===== src/rtl/river_cfg_pkg.sv =====
// Core-wide configuration shared by the River pipeline blocks.
package river_cfg_pkg;
  localparam int RISCV_ARCH = 64;
endpackage


===== src/rtl/arith_wb_buf_pkg.sv =====
// Types for the mul/div writeback buffer: one stored entry and the control register set.
package arith_wb_buf_pkg;
  import river_cfg_pkg::*;

  // Structs are sized for the largest supported configuration; the module uses the low bits.
  localparam int TAG_W_MAX = 8;
  localparam int PTR_W_MAX = 8;
  localparam int CNT_W_MAX = PTR_W_MAX + 1;

  typedef struct packed {
    logic [5:0]            waddr;
    logic [TAG_W_MAX-1:0]  tag;
    logic [RISCV_ARCH-1:0] data;
  } wb_entry_t;

  typedef struct packed {
    logic [PTR_W_MAX-1:0] wptr;
    logic [PTR_W_MAX-1:0] rptr;
    logic [CNT_W_MAX-1:0] count;
    logic                 overflow;
  } wb_regs_t;
endpackage


===== src/rtl/arith_wb_buf.sv =====
// Circular buffer merging multiplier and divider results onto one register-file write port.
module arith_wb_buf
  import river_cfg_pkg::*;
  import arith_wb_buf_pkg::*;
#(
  parameter int DEPTH = 4,
  parameter int TAG_W = 4
) (
  input  logic                       i_clk,
  input  logic                       i_rst,
  input  logic                       i_mul_valid,
  input  logic [RISCV_ARCH-1:0]      i_mul_res,
  input  logic [5:0]                 i_mul_waddr,
  input  logic [TAG_W-1:0]           i_mul_tag,
  input  logic                       i_div_valid,
  input  logic [RISCV_ARCH-1:0]      i_div_res,
  input  logic [5:0]                 i_div_waddr,
  input  logic [TAG_W-1:0]           i_div_tag,
  input  logic                       i_flush,
  input  logic                       i_wready,
  output logic                       o_wena,
  output logic [5:0]                 o_waddr,
  output logic [RISCV_ARCH-1:0]      o_wdata,
  output logic [TAG_W-1:0]           o_wtag,
  output logic                       o_full,
  output logic [$clog2(DEPTH):0]     o_count,
  output logic                       o_overflow
);

  localparam int PTR_W = $clog2(DEPTH);
  localparam int CNT_W = PTR_W + 1;
  localparam logic [CNT_W_MAX-1:0] DEPTH_C  = CNT_W_MAX'(DEPTH);
  localparam logic [PTR_W_MAX-1:0] PTR_MASK = PTR_W_MAX'(DEPTH - 1);

  if (DEPTH < 2 || (DEPTH & (DEPTH - 1)) != 0 || PTR_W > PTR_W_MAX || TAG_W > TAG_W_MAX)
  begin : g_bad_cfg
    $error("arith_wb_buf: DEPTH must be a power of two >= 2 and widths within package limits");
  end

  // Handshake: producers push with a one-cycle valid and no ready (a push that finds no
  // room is dropped and flagged); the head is popped when o_wena && i_wready at a clock edge.
  wb_entry_t mem [DEPTH];
  wb_regs_t  r;
  wb_regs_t  rin;

  logic                 pop;
  logic                 mul_we;
  logic                 div_we;
  logic [CNT_W_MAX-1:0] free;
  logic [PTR_W-1:0]     div_pos;
  wb_entry_t            mul_ent;
  wb_entry_t            div_ent;

  always_comb begin
    rin     = r;
    pop     = (r.count != '0) && i_wready;
    free    = DEPTH_C - r.count + CNT_W_MAX'(pop);
    mul_we  = i_mul_valid && (free != '0);
    // The div push sees the slot the mul push may have just taken.
    div_we  = i_div_valid && (free > CNT_W_MAX'(mul_we));
    div_pos = r.wptr[PTR_W-1:0] + PTR_W'(mul_we);
    mul_ent = '{waddr: i_mul_waddr, tag: TAG_W_MAX'(i_mul_tag), data: i_mul_res};
    div_ent = '{waddr: i_div_waddr, tag: TAG_W_MAX'(i_div_tag), data: i_div_res};

    if (i_flush) begin
      rin.wptr  = '0;
      rin.rptr  = '0;
      rin.count = '0;
      mul_we    = 1'b0;
      div_we    = 1'b0;
    end else begin
      rin.wptr  = (r.wptr + PTR_W_MAX'(mul_we) + PTR_W_MAX'(div_we)) & PTR_MASK;
      rin.rptr  = (r.rptr + PTR_W_MAX'(pop)) & PTR_MASK;
      rin.count = r.count + CNT_W_MAX'(mul_we) + CNT_W_MAX'(div_we) - CNT_W_MAX'(pop);
      if ((i_mul_valid && !mul_we) || (i_div_valid && !div_we)) begin
        rin.overflow = 1'b1;
      end
    end
  end

  // Storage is deliberately not reset; only the control registers are.
  always_ff @(posedge i_clk) begin
    if (i_rst) begin
      r <= '0;
    end else begin
      r <= rin;
    end
    if (mul_we) begin
      mem[r.wptr[PTR_W-1:0]] <= mul_ent;
    end
    if (div_we) begin
      mem[div_pos] <= div_ent;
    end
  end

  assign o_wena     = (r.count != '0);
  assign o_waddr    = mem[r.rptr[PTR_W-1:0]].waddr;
  assign o_wdata    = mem[r.rptr[PTR_W-1:0]].data;
  assign o_wtag     = mem[r.rptr[PTR_W-1:0]].tag[TAG_W-1:0];
  assign o_full     = (r.count >= DEPTH_C - CNT_W_MAX'(1));
  assign o_count    = r.count[CNT_W-1:0];
  assign o_overflow = r.overflow;

endmodule


===== config.mk =====
export PLATFORM = sky130hd
export DESIGN_NAME = arith_wb_buf
export DESIGN_NICKNAME = d
export VERILOG_FILES = /design/src/rtl/river_cfg_pkg.sv /design/src/rtl/arith_wb_buf_pkg.sv /design/src/rtl/arith_wb_buf.sv
export SDC_FILE = /design/constraint.sdc
export NUM_CORES = 1
export LEC_CHECK = 0
export ABC_CLOCK_PERIOD_IN_PS = 10690
export BUFFER_PORTS_ARGS = -buffer_cell sky130_fd_sc_hd__buf_2
export CORE_ASPECT_RATIO = 0.75
export CORE_MARGIN = 2
export CORE_UTILIZATION = 52
export DETAILED_ROUTE_END_ITERATION = 7
export PLACE_DENSITY_LB_ADDON = 0.08
export SYNTH_ARGS = -nofsm -noshare
export SYNTH_HDL_FRONTEND = slang
export SYNTH_SLANG_ARGS = --single-unit

===== constraint.sdc =====
create_clock -name i_clk -period 10.69 [get_ports i_clk]
set_clock_uncertainty 0.15 [all_clocks]
set_input_delay 1.069 -clock i_clk [delete_from_list [all_inputs] [get_ports i_clk]]
set_output_delay 1.069 -clock i_clk [all_outputs]
set_load 0.005 [all_outputs]

; Word-level counts from Yosys, hierarchy flattened
; Memories as Yosys holds them, arrays and structs flattened. A register that Yosys moved wholly into a read port is not among the register bits.
; Index checks and enable logic that the tools add are counted.
[word_totals]
ff_bits = 14
mem_bits_rw = 296
input_bits = 154
out_inout_bits = 80
word_cells = 36
n_memories = 1
[memory_table]
columns = name, words, word_bits, read_ports, rd_clocked_by_memory_dff, wr, line_no
row1 = mem, 4, 74, 1, 1, 2, arith_wb_buf.sv:42  ; wb_entry_t mem [DEPTH];
[classes]
addsub = 9
order_cmp = 2
n_mux = 7
bitwise_logic = 1
reduce_logical = 12
[op_table]
columns = op, count
row1 = 9-bit by 1-bit adder with 9-bit output, 3
row2 = 9-bit nonzero test, 2
row3 = "9-bit by 2-bit >= comparator with 1-bit output, second input constant", 1
row4 = 9-bit by 1-bit > comparator with 1-bit output, 1
row5 = "3-bit by 9-bit subtractor with 9-bit output, first input constant", 1
row6 = 9-bit by 1-bit subtractor with 9-bit output, 1
row7 = 2-bit by 1-bit adder with 2-bit output, 4
row8 = 1-bit 2-to-1 mux, 6
row9 = 1-bit logical AND, 5
row10 = 1-bit logical NOT, 2
row11 = 2-bit 2-to-1 mux, 1
row12 = 2-bit AND reduction, 1
row13 = 2-bit OR reduction, 1
row14 = 1-bit logical OR, 1
row15 = 1-bit inverter, 1

; Depth between registers and ports, before layout
[depth]
word_depth = 11
depth_mapped = 27
ltp_nobuf = 27

; Least setup slack after synthesis
; Ideal clock, no wire load.
[synth_timing]
path_kind = register -> register
from = register r[5] in the netlist's numbering
to = memory mem[0][0] in the netlist's numbering (enable)
t_arrival_ns = 9.889
setup_slack_ns = -0.057
stages_incl_launch_ff = 15
synth_period_minus_slack_ns = 10.747
path_cell_list = dfxtp_1 inv_1 ha_1 nand4_1 or3_1 nand2_1 ha_1 inv_1 ha_1 a21oi_1 or3_1 a21o_1 a2111o_1 o21ai_1 o41ai_1
[synth_rtl]
columns = item, line_no
row1 = start: declaration, arith_wb_buf.sv:43  ; wb_regs_t r;
row2 = start signal: assignment, arith_wb_buf.sv:86  ; r <= rin;
row3 = end: declaration, arith_wb_buf.sv:42

==> results.txt <==
----------------------------------------------------
[Global routing]
  Gr ovfl total ... 0
  Number of antenna violations at the first check in global routing ... 11
  Via count of the first global-routing pass ... 9167
  All-layer global routing usage ... 22.9%
  Wire length of the first global-routing pass ... 54300 um
  Pin count of the biggest net entering global routing ... 65

[Clock network]
  CTS tree ... built
  Post-CTS repair timing setup buffer count ... 0
  Htree depth ... 2
  Quantity of hold-fixing buffers added after cts ... 0
  Clock transition at the registers of the reported paths ... 0.06 ns
  CTS Buffer Depth ... 3
  Resized Gates After CTS ... 0
  Insertion delay of the later-clocked pin in the worst-skew pair ... 0.52 ns
  Total CTS buffers ... 34
  CTS Root Cell ... clkbuf_16
  Total clock sinks ... 310

[Timing]
  Shortest clock period the worst path allows after layout ... 6.82 ns
  Worst relative slew slack ... 28.7%
  Slew at the pin closest to its max-slew limit ... 1.07 ns
  Final setup margin ... 3.87 ns
  Timing-limited maximum frequency ... 147 MHz
  Hold Vio Cnt, Final ... 0
  Final count of negative-setup-slack endpoints ... 0
  TNS Setup ... 0 ns
  Number of max-slew violations in the final report ... 0
  Post-route clock period utilization ... 63.8%
  Setup repair after global routing missed its margin ... no

[Route]
  Final WL ... 35400 um
  Number of DRC violations after detailed routing ... 0
  DRC marker count from the first detailed-route iteration ... 491
  Routed len/inst ... 23.3 um
  Number of vias in the routed layout ... 8748
  Number of detailed-route iterations in the first pass ... 4
  Post-route ant nets ... 0
  Post-detailed-route via-to-cell ratio ... 5.75

[Yosys]
  Most area-hungry cell type in the Yosys netlist ... edfxtp_1
  Mapped Nets ... 1047
  Yosys warning total ... 0
  Combined area of all synthesized cells ... 0.0155 mm^2
  Top cells by area in the synthesized netlist ... edfxtp_1 57%, mux2_2 17%, mux4_2 11%
  Netlist cell types ... 44
  Synth Register Bits ... 310
  Proportion of synthesized chip area in sequential cells ... 59.0%
  Post-synthesis cell count ... 868
  Proportion of netlist area held by the largest area contributor ... 57.2%
  Mean cell area of the mapped netlist ... 17.9 um^2

[Pwr]
  Power per unit of standard cell area ... 191 mW/mm^2
  Leakage ... 6.42 nW
  Largest voltage drop on the vdd net ... 0.000156 V

[Die]
  Die span in x ... 204 um
  Core box area ... 0.0293 mm^2
  I/O pin count ... 234
  Number of cell rows ... 54
  Initial core utilization ... 53.1%
  Vertical die dimension ... 154 um
  Die ar. ... 0.0313 mm^2

[Place]
  IO Port Bufs ... 233
  Post-Place Worst Slack ... 3.85 ns
  Total placed instance area ... 0.0170 mm^2
  Weighted congestion reported at the end of routability-driven placement ... 0.830
  Detailed placement HPWL ... 21700 um

[Worst setup path]
  Critical setup path kind ... reg -> reg
  Maximum fanout along the worst path ... 57
  Kind of capture point of the worst setup path ... flip-flop
  Worst path arrival time ... 6.81 ns
  Worst endpoint required time ... 10.68 ns
  Worst setup SP type ... flip-flop

[Outcome]
  Run status ... complete, no violations

[Final layout]
  Area added between synthesis and finish ... 16.0%
  Register cell area after layout ... 0.00918 mm^2
  Filler cell count ... 2233
  Final instance area ... 0.0180 mm^2
  Most common cell after layout, fill and taps aside ... edfxtp_1
  Multi-input gate area ... 0.00595 mm^2
  Final Net Count ... 1279
  Layout Utilization ... 61.6%
  Commonest cells after routing, fill and taps aside ... 296 x edfxtp_1, 236 x mux2_2, 233 x buf_2
  Layout cell share with drive strength beyond 1 ... 54.5%

[Run]
  Max-cap violations ... 0

[Worst hold path]
  Worst hold path class ... reg -> reg

----------------------------------------------------
[critical path: stages (launching register included)]
cell	delay, ns
dfxtp_1	0.34
inv_1	0.14
ha_1	0.22
nand4_1	0.13
or3_1	0.34
nand2_1	0.10
ha_1	0.16
inv_1	0.05
ha_1	0.21
a21oi_1	0.27
o21ai_0	0.12
a21o_1	0.17
a2111o_1	0.57
o21ai_1	0.59
inv_1	0.20
ha_1	0.33
nor2_1	0.61
o21ai_4	0.35
buf_4	0.51
o41ai_2	0.17
buf_4	0.66
[power by group]
group          switching (mW)  internal (mW)
sequential             0.0573           1.46
clock                   0.460          0.628
combinational           0.419          0.409
total                   0.936           2.50
[sequential cells by signal (all words and copies together), names as in the netlist]
name,count
mem,296
r,10
o_count,3
o_overflow,1
[cell usage after synthesis (all sizes together)]
library cell / instances
edfxtp: 296
mux2: 296
mux4: 74
buf: 46
inv: 23
ha: 22
dfxtp: 14
nor2: 14
xnor2: 9
a21oi: 7
o21ai: 7
clkbuf: 6
nor2b: 6
nand2: 5
nor3: 5
o41ai: 4
or3: 4
and2: 3
fa: 3
xor2: 3
a31oi: 2
nand2b: 2
o211ai: 2
or2: 2
a2111o: 1
a211oi: 1
a21o: 1
a22oi: 1
nand3: 1
nand3b: 1
nand4: 1
o21a: 1
o21bai: 1
o311ai: 1
o31a: 1
o31ai: 1
o32ai: 1
[per-layer routing]
layer | routed length [um] | track usage, %
met1 | 16000 | 32.7
met5 | 66 | 0
met2 | 16600 | 35.9
met3 | 2170 | 4.87
met4 | 544 | 6.08
[kinds of logic (layout without fill, tap and decap cells)]
| group | Yosys count | in the layout | synth area share [%] |
|---|---|---|---|
| muxes | 370 | 370 | 32.2 |
| DFF | 310 | 310 | 59.0 |
| buffers and inverters | 75 | 331 | 3.04 |
| and+or+nand+nor | 44 | 44 | 1.43 |
| AOI/OAI and AO/OA | 32 | 32 | 1.49 |
| adders and majority gates | 25 | 25 | 2.16 |
| xor gates and xnor gates | 12 | 12 | 0.677 |
| other | 0 | 6 | 0 |
[cell type report]
class | instances | area share [%]
multi-input cells | 483 | 33.0
flip-flops and latches | 310 | 50.9
inverters | 23 | 0.479
well taps | 392 | 2.72
diodes | 6 | 0.0833
repair buffers | 248 | 7.09
clock buffers | 46 | 5.32
clock inverters | 14 | 0.347
[per-stage QoR]
step	instances	hold WS (ns)	power, mW
after detailed placement	1456	0.325	2.38
after global placement	1456	0.325	2.37
after floorplan	868	0.299	2.12
after CTS	1516	0.335	3.47
final	1522	0.329	3.43
after global routing	1520	0.342	3.60
[final timing paths]
kind	startpoint	cells after the start	to	slack, ns
max	r[5]	20	mem[1][37]	3.87
min	o_overflow	2	o_overflow	0.33
max reg2reg	r[5]	20	mem[1][37]	3.87
min reg2reg	o_overflow	2	o_overflow	0.33
No activity file was read; power rests on OpenSTA's default activity.
